`config.mk`:
```
export PLATFORM = sky130hd
export DESIGN_NAME = prog_loader
export DESIGN_NICKNAME = d
export VERILOG_FILES = /design/src/rtl/prog_loader.sv
export SDC_FILE = /design/constraint.sdc
export NUM_CORES = 1
export LEC_CHECK = 0
export ABC_AREA = 1
export ABC_CLOCK_PERIOD_IN_PS = 2900
export CORE_MARGIN = 2
export CORE_UTILIZATION = 30
export DETAILED_ROUTE_END_ITERATION = 8
export HOLD_SLACK_MARGIN = 0.02
export PLACE_DENSITY = 0.5
export SYNTH_ARGS = -nofsm -noshare
export SYNTH_HDL_FRONTEND = slang
export SYNTH_SLANG_ARGS = --single-unit
export TNS_END_PERCENT = 30
```
`constraint.sdc`:
```
create_clock -name clk -period 2.9 [get_ports clk]
set_clock_uncertainty 0.2 [all_clocks]
set_input_delay 0.58 -clock clk [delete_from_list [all_inputs] [get_ports clk]]
set_output_delay 0.58 -clock clk [all_outputs]
set_load 0.03 [all_outputs]
```
`src/rtl/prog_loader.sv`:
```
// Serial program loader: length-prefixed byte stream into 32-bit instruction memory words,
// XOR-checksum verified, holding the CPU in reset until a good load completes.
module prog_loader #(
  parameter int unsigned AW = 8,
  parameter int unsigned WD = 32
) (
  input  logic          clk,
  input  logic          rst,
  input  logic          start,
  input  logic          byte_valid,
  input  logic [7:0]    byte_data,
  output logic          byte_ready,
  output logic          mem_we,
  output logic [AW-1:0] mem_addr,
  output logic [WD-1:0] mem_wdata,
  output logic          cpu_rst,
  output logic          busy,
  output logic          done,
  output logic          err
);

  localparam int unsigned LW  = 16;
  localparam int unsigned CAP = 32'd1 << AW;

  typedef enum logic [2:0] {
    IDLE, LEN_LO, LEN_HI, DATA, CSUM, DONE, ERR
  } state_t;

  state_t          state_q, state_d;
  logic [LW-1:0]   len_q, len_d;
  logic [LW-1:0]   wcnt_q, wcnt_d;
  logic [1:0]      bcnt_q, bcnt_d;
  logic [23:0]     word_q, word_d;
  logic [7:0]      xor_q, xor_d;
  logic            we_d, rdy_d, busy_d, cpu_rst_d, done_d, err_d;
  logic [AW-1:0]   addr_d;
  logic [WD-1:0]   wdata_d;
  logic            fire;
  logic [LW-1:0]   len_new;
  logic            rx_next;

  assign fire    = byte_valid && byte_ready;
  assign len_new = {byte_data, len_q[7:0]};

  // State and registered outputs
  always_ff @(posedge clk) begin
    if (rst) begin
      state_q    <= IDLE;
      len_q      <= '0;
      wcnt_q     <= '0;
      bcnt_q     <= '0;
      word_q     <= '0;
      xor_q      <= '0;
      byte_ready <= 1'b0;
      mem_we     <= 1'b0;
      mem_addr   <= '0;
      mem_wdata  <= '0;
      cpu_rst    <= 1'b1;
      busy       <= 1'b0;
      done       <= 1'b0;
      err        <= 1'b0;
    end else begin
      state_q    <= state_d;
      len_q      <= len_d;
      wcnt_q     <= wcnt_d;
      bcnt_q     <= bcnt_d;
      word_q     <= word_d;
      xor_q      <= xor_d;
      byte_ready <= rdy_d;
      mem_we     <= we_d;
      mem_addr   <= addr_d;
      mem_wdata  <= wdata_d;
      cpu_rst    <= cpu_rst_d;
      busy       <= busy_d;
      done       <= done_d;
      err        <= err_d;
    end
  end

  // Next state, datapath and next output values
  always_comb begin
    state_d = state_q;
    len_d   = len_q;
    wcnt_d  = wcnt_q;
    bcnt_d  = bcnt_q;
    word_d  = word_q;
    xor_d   = xor_q;
    we_d    = 1'b0;
    addr_d  = mem_addr;
    wdata_d = mem_wdata;

    case (state_q)
      IDLE, DONE, ERR: begin
        if (start) begin
          state_d = LEN_LO;
          xor_d   = '0;
          wcnt_d  = '0;
          bcnt_d  = '0;
        end
      end
      LEN_LO: begin
        if (fire) begin
          len_d   = LW'(byte_data);
          xor_d   = xor_q ^ byte_data;
          state_d = LEN_HI;
        end
      end
      LEN_HI: begin
        if (fire) begin
          len_d = len_new;
          xor_d = xor_q ^ byte_data;
          if (32'(len_new) > CAP)   state_d = ERR;
          else if (len_new == '0)   state_d = CSUM;
          else                      state_d = DATA;
        end
      end
      DATA: begin
        if (fire) begin
          xor_d  = xor_q ^ byte_data;
          bcnt_d = bcnt_q + 2'd1;
          word_d = {byte_data, word_q[23:8]};
          // Fourth byte completes a little-endian word; write it next cycle
          if (bcnt_q == 2'd3) begin
            we_d    = 1'b1;
            addr_d  = AW'(wcnt_q);
            wdata_d = WD'({byte_data, word_q});
            wcnt_d  = wcnt_q + 16'd1;
            if (wcnt_d == len_q) state_d = CSUM;
          end
        end
      end
      CSUM: begin
        if (fire) state_d = (byte_data == xor_q) ? DONE : ERR;
      end
      default: state_d = IDLE;
    endcase

    rx_next   = (state_d == LEN_LO) || (state_d == LEN_HI) ||
                (state_d == DATA)   || (state_d == CSUM);
    rdy_d     = rx_next && !we_d;
    busy_d    = rx_next;
    cpu_rst_d = (state_d != DONE);
    done_d    = (state_d == DONE);
    err_d     = (state_d == ERR);
  end

endmodule
```
Yosys cells after proc, flatten, opt, wreduce, memory -nomap -nowiden
Index checks and enable logic that the tools add are counted.
{"block": "classes", "add_sub_neg": 2, "order_cmp": 1, "eq_ne": 22, "muxes": 27, "n_bitwise": 2, "n_reduce_logical": 20}
{"cell": "$mux W16", "n": 5}
{"cell": "$pmux W16 S2", "n": 2}
{"cell": "$mux W3", "n": 9}
{"cell": "$eq A3 B3 Y1 const B", "n": 6}
{"cell": "$add A16 B1 Y16 const B", "n": 1}
{"cell": "$eq A16 B16 Y1", "n": 1}
{"cell": "$gt A16 B9 Y1 const B", "n": 1}
{"cell": "$logic_not A16 Y1", "n": 1}
{"cell": "$mux W8", "n": 2}
{"cell": "$pmux W8 S2", "n": 1}
{"cell": "$pmux W3 S5", "n": 1}
{"cell": "$reduce_and A3 Y1", "n": 5}
{"cell": "$eq A3 B2 Y1 const B", "n": 4}
{"cell": "$ne A2 B2 Y1 const B", "n": 5}
{"cell": "$eq A8 B8 Y1", "n": 1}
{"cell": "$xor A8 B8 Y8", "n": 1}
{"cell": "$eq A3 B1 Y1 const B", "n": 2}
{"cell": "$mux W2", "n": 3}
{"cell": "$reduce_bool A2 Y1", "n": 3}
{"cell": "$reduce_or A3 Y1", "n": 2}
{"cell": "$pmux W2 S2", "n": 1}
{"cell": "$reduce_and A4 Y1", "n": 1}
{"cell": "$logic_not A3 Y1", "n": 1}
{"cell": "$logic_or A1 B1 Y1", "n": 3}
{"cell": "other kinds (9)", "n": 12}
{"block": "word_totals", "register_bits": 115, "input_bits": 12, "out_inout_bits": 46, "elab_cells": 89}

Longest topological paths before layout
Gate-level depths: netlist (run 1).
{"block": "logic_depth", "depth_word": 11, "depth_mapped": 16, "ltp_nobuf": 16}

Least setup slack after synthesis (run 1)
OpenSTA, ideal clock, no wires.
{"block": "synth_timing", "kind": "flip-flop to flip-flop", "startpoint": "reg wcnt_q[1]", "endpoint": "reg err", "setup_ps": 115, "arrival_ps": 1768, "required_ps": 2585, "path_slack_ps": 816, "path_stages_with_launch": 13, "n_path_buf": 0, "synth_period_minus_slack_ps": 2084, "cell_sequence": "dfxtp_1 -> ha_1 -> nand2_1 -> nor2_2 -> nand3_1 -> xor3_1 -> nand2_1 -> nor2_1 -> nand3_1 -> nand2_1 -> and2_4 -> nor2_4 -> and3_1"}
{"block": "synth_via", "elab_chain_cells": 7}
{"element": "start, declared", "line": "31", "text": "logic [LW-1:0] wcnt_q, wcnt_d;"}
{"element": "start signal, assigned", "line": "65", "text": "wcnt_q <= wcnt_d;"}
{"element": "$add A16 B1 Y16", "line": "127", "text": "wcnt_d = wcnt_q + 16'd1;"}
{"element": "$eq A16 B16 Y1", "line": "128", "text": "if (wcnt_d == len_q) state_d = CSUM;"}
{"element": "$mux W3", "line": "128"}
{"element": "$mux W3", "line": "123", "text": "if (bcnt_q == 2'd3) begin"}
{"element": "$mux W3", "line": "118", "text": "if (fire) begin"}
{"element": "$pmux W3 S5", "line": "92", "text": "case (state_q)"}
{"element": "$eq A3 B3 Y1", "line": "144", "text": "err_d = (state_d == ERR);"}
{"element": "end signal, assigned", "line": "76", "text": "err <= err_d;"}
{"element": "end, declared", "line": "19", "text": "output logic err"}
Every way passes these cells.
A chain may end at the register's enable or synchronous reset.

Worst setup path after layout (run 1)
Same ends and word-level chain as after synthesis.

==> results of run 1 <==
-- cell type report --
class | count | share of cell area
clock inverter | 11 | 0.02356
tap | 220 | 0.04215
multi-input combinational | 454 | 0.3699
timing repair buffer | 75 | 0.1092
inverter | 56 | 0.03218
sequential | 115 | 0.3525
clock buffer | 21 | 0.07050
-- tightest hold or removal path: stages (launching register included) --
cell     delay, ps
dfxtp_1        310
nand2_1         60
a21oi_1         50
-- where the power goes --
group	internal [mW]	switching (mW)
registers	1.64	0.0467
logic	0.183	0.322
clock network	1.40	0.753
total	3.23	1.12
-- cells in the mapped netlist (8+ instances only) --
master | count | area [sq um]
inv_1 | 47 | 176.4
nand4_1 | 11 | 68.82
nor2_4 | 9 | 101.4
a211oi_1 | 15 | 112.6
buf_2 | 9 | 45.04
nor2_1 | 73 | 274.0
nand2_1 | 98 | 367.9
nor2_2 | 8 | 50.05
inv_2 | 8 | 30.03
clkbuf_1 | 17 | 63.81
nand3_1 | 38 | 190.2
a21oi_1 | 78 | 390.4
o21ai_0 | 68 | 340.3
dfxtp_1 | 115 | 2302
-- metrics by stage --
| step | setup slack, ps | hold slack [ps] | util | cell area (sq um) | total power [mW] |
|---|---|---|---|---|---|
| final | 245.3 | 263.1 | 0.3938 | 6531 | 4.349 |
| after global routing | 12.49 | 278.9 | 0.3938 | 6531 | 4.537 |
| after CTS | 208.2 | 270.4 | 0.3938 | 6531 | 4.395 |
| after detailed placement | 138.1 | 252.7 | 0.3568 | 5917 | 2.227 |
| after global placement | 135.4 | 250.3 | 0.3568 | 5917 | 2.215 |
| after floorplan | 816.4 | 241.0 | - | 5090 | 2.092 |
-- worst max-delay path by stage --
stage,cells after the start,slack (ps),startpoint,to
after detailed placement,12,140,byte_valid,err
after floorplan,12,820,wcnt_q[1],err
after global placement,12,140,byte_valid,err
after global routing,13,10,wcnt_q[0],byte_ready
after CTS,12,210,wcnt_q[1],err
final,14,250,wcnt_q[1],err
-- placed cells by master, fill, tap and decap left out, drive strengths merged --
master	netlist	final
dfxtp	115	115
nand2	101	101
nor2	90	90
a21oi	80	80
o21ai	68	68
clkdlybuf4s50	0	56
inv	55	55
nand3	40	40
clkbuf	17	21
a211oi	20	20
buf	14	19
nand4	11	11
xor2	7	7
xnor2	7	7
clkinv	1	7
a22oi	5	5
nand3b	4	4
a31oi	4	4
nor3	4	4
o211a	3	3
bufinv	0	3
xor3	2	2
and2	2	2
ha	2	2
clkinvlp	0	2
o21bai	1	1
o211ai	1	1
a221oi	1	1
and3	1	1
-- logic make-up after synthesis --
family | after synthesis
buf+inv | 87
simple gates | 253
fa+ha+maj | 2
xor+xnor | 16
compound gates | 183
flops | 115
-- routing by layer --
layer / vias up / track usage / share of wire
met3: 17 / 0.04195 / 0.037
met1: 2129 / 0.1978 / 0.47
met2: 79 / 0.2605 / 0.48
li1: 2341 / - / -
met5: - / 0 / 0
met4: 0 / 0.06082 / 0.016
-- flip-flops by register name (all words and copies together), names as in the netlist --
register / cells
word_q: 24
mem_addr: 8
byte_ready: 1
err: 1
len_q: 16
wcnt_q: 16
bcnt_q: 2
done: 1
cpu_rst: 1
xor_q: 8
mem_we: 1
busy: 1
mem_wdata: 32
state_q: 3
==> results.tsv, run 1 <==
metric	value	unit
layout-drive-gt1-share	0.1230	
ys_seq_elements	115	
power_density	665.9	mW/mm^2
hold_buffers	0	
worst_slew_pin_slew	621.3	ps
htreeDepth	4	
io_pins	58	
synth_compound_area_frac	0.2050	
ys_seq_area_frac	0.4523	
grt_max_degree	47	
holdPathStages	2	
crit_required	3010	ps
io_buffers	57	
finalWirelength	13.89	mm
netlist_area	0.005090	sq mm
die_y	134.3	um
critPathKind	flip-flop to flip-flop	
gpl.final_weighted_congestion	0.8493	
avgRoutedWirePerCell	14.59	um
fin_cells	952	
avgSynthCellArea	7.759	sq um
path_cells	ha_1 -> nand3_1 -> nor2_2 -> nand3_1 -> nand2_1 -> nand3_1 -> nand2_1 -> nand2_1 -> nor2_1 -> nand3_1 -> nand2_1 -> and2_4 -> nor2_4 -> and3_1	
numCtsBuffers	17	
final_nets	733	
synth_flop_cell	dfxtp_1	
fin_crit_sh	0.9154	
crit_path_start_kind	flip-flop	
synthDistinctLibCells	37	
area_growth_syn_to_layout	28.32	%
die-area	0.01802	sq mm
syn-instance-count	656	
num_vias	4566	
cp_max_fo	5	
clk_pin_slew	60	ps
synthSimpleGateAreaFrac	0.2313	
n_fill_cell	1707	
synth-edff-count	0	
drv_slew	0	
dr.pass1.iters	4	
coreArea	0.01658	sq mm
grt.overflow.total	0	
synth_top_family_by_area	simple AND/OR/NAND/NOR gates	
clkSinkCount	115	
whs_endpoint	mem_wdata[20]	
clk_latency	420	ps
synth_warnings	0	
synth_nets	670	
min_period	2655	ps
placed_cells	920	
multi_input_area	0.002416	sq mm
max_slew_margin	0.5858	
hold_viol	0	
cp_top_family	simple AND/OR/NAND/NOR gates	
r2r_setup_slack	250	ps
hp-class	flip-flop to flip-flop	
crit_slowest_cell	dfxtp_1	
max_cap_viol_count	0	
cts_resized	0	
grt_pass1_vias	4558	
regArea	0.002302	sq mm
timing.rr.end	err	
status	completed	
num_rows	47	
initial_core_util	0.3069	
power.leakage	2.516	nW
cts-root-buf	clkbuf_16	
drt_iter0_drc	253	
min_from	mem_wdata[20]	
crit_buf_inv	0	
reg2regPathDepth	14	
r2r-start	wcnt_q[1]	
end_kind	flip-flop	
synth_xor_area_frac	0.03343	
rsz0062_at_grt	false	
async_flop_share	0	
n_antenna_cell	0	
cts_tree	built	
vias_per_cell	4.796	
finalSetupTns	0	ps
max_stage_delay	440	ps
dp_hpwl	9.691	mm
dieWidth	134.3	um
synth-adder-area-share	0.004916	
muxShareOfSynthArea	0	
antenna_left	0	
grt_pass1_wl	22.57	mm
drcViolationCount	0	
post_cts_buffers	0	
ir_worst_vdd	0.4131	mV
setup_viol	0	
antenna_found_initial	0	
grt_usage	0.1582	
clockBufferDepth	2	
max_clock_freq	376.7	MHz
crit_arrival	2760	ps
Note: power is estimated with default switching activity, not from simulation.
==> run 2: changes to the inputs <==
Settings changed: CORE_ASPECT_RATIO from default to 2.
==> results.tsv, run 2 (same netlist as run 1, synthesis figures left out) <==
metric	value	unit
status	completed	
clockBufferDepth	2	
dieWidth	96.11	um
power	4.228	mW
cp_max_fo	6	
crit_required	2990	ps
grt_max_degree	56	
ir_worst_vdd	0.4164	mV
htreeDepth	4	
grt_usage	0.1815	
clk_latency	410	ps
max_clock_freq	366.8	MHz
power_density	649.5	mW/mm^2
layout_common_cells	115 x dfxtp_1, 98 x nand2_1, 78 x a21oi_1	
dr.pass1.iters	5	
critPathKind	flip-flop to flip-flop	
crit_path_start_kind	flip-flop	
numCtsBuffers	17	
stdcell_area	0.006510	sq mm
vias_per_cell	4.936	
antenna_left	0	
n_fill_cell	1687	
top_regs	mem_wdata (32), word_q (24)	
coreArea	0.01668	sq mm
io_buffers	57	
post_cts_buffers	0	
num_vias	4645	
max_slew_margin	0.5758	
clkSinkCount	115	
setup_viol	0	
min_period	2727	ps
fin_crit_sh	0.9402	
final_common_cell	dfxtp_1	
power.leakage	2.521	nW
drt_iter0_drc	185	
cts_tree	built	
finalWirelength	15.61	mm
grt.overflow.total	0	
hold_slack	268.4	ps
grt_pass1_wl	24.61	mm
io_pins	58	
avgRoutedWirePerCell	16.59	um
crit_arrival	2820	ps
dpl-instance-area	0.005951	sq mm
die_y	188.2	um
end_kind	flip-flop	
worst_slew_pin_slew	636.3	ps
area_growth_syn_to_layout	27.90	%
hold_viol	0	
drv_slew	0	
cts_resized	0	
initial_core_util	0.3051	
finalSetupTns	0	ps
hp-class	flip-flop to flip-flop	
clk_pin_slew	50	ps
dp_hpwl	11.69	mm
layout-drive-gt1-share	0.1226	
gpl.final_weighted_congestion	0.8412	
antenna_found_initial	0	
rsz0062_at_grt	false	
n_antenna_cell	0	
hold_buffers	0	
largest_register	mem_wdata	
die-area	0.01809	sq mm
post-route-util	0.3902	
final_nets	738	
largest_reg_flops	32	
num_rows	67	
drcViolationCount	0	
grt_pass1_vias	4775	
max_cap_viol_count	0	
cts-root-buf	clkbuf_16	
## run 2: cell count changes in the layout (fill, tap and decap cells not counted)
cell        previous run  this run
buf_12                 1         2
buf_4                 17        21
bufinv_16              3         2
clkbuf_1               2         4
clkbuf_8               2         3
clkinv_2               1         2
clkinv_4               5         0
clkinvlp_4             2         1
## run 2: routing by layer
layer | global-route usage | vias up | share of wire | wire, um
met5 | 0 | - | 0 | 0
met4 | 0.09396 | 0 | 0.042 | 660
met3 | 0.03519 | 35 | 0.027 | 419
met2 | 0.3336 | 102 | 0.56 | 8735
met1 | 0.1856 | 2162 | 0.37 | 5791
li1 | - | 2346 | - | -
## run 2: cell type report
type | instances | area, sq um | area share
Multi-Input combinational cell | 454 | 2416 | 0.3711
Sequential cell | 115 | 2302 | 0.3536
Timing Repair Buffer | 80 | 763.2 | 0.1172
Clock buffer | 24 | 481.7 | 0.07400
Tap cell | 207 | 259.0 | 0.03978
Inverter | 56 | 210.2 | 0.03229
Clock inverter | 5 | 77.57 | 0.01192
## run 2: final timing paths
check             slack [ps]  cells past startpoint           from       endpoint
setup / recovery         170                     12      wcnt_q[1]            err
hold / removal           270                      2  mem_wdata[16]  mem_wdata[16]
setup reg to reg         170                     12      wcnt_q[1]            err
hold reg to reg          270                      2  mem_wdata[16]  mem_wdata[16]
## run 2: where the power goes
group / leakage, nW / switching [mW] / internal (mW)
Clock: 0.272 / 0.703 / 1.31
Combinational: 1.32 / 0.328 / 0.188
Sequential: 0.930 / 0.0503 / 1.65
## run 2: worst max-delay path, cell delays in order, from the launching register on
cell	delay (ps)
dfxtp_1	400
ha_1	270
nand2_1	90
nor2_2	310
nand3_1	190
xor3_1	220
nand2_1	100
nor2_1	170
nand3_1	100
nand2_1	170
and2_4	200
nor2_4	30
and3_1	170
## run 2: metrics by stage
step	setup slack, ps	instances
6_report	173.4	941
5_1_grt	12.16	941
4_1_cts	188.9	941
3_5_place_dp	42.13	912
3_3_place_gp	44.32	912
2_1_floorplan	816.4	656
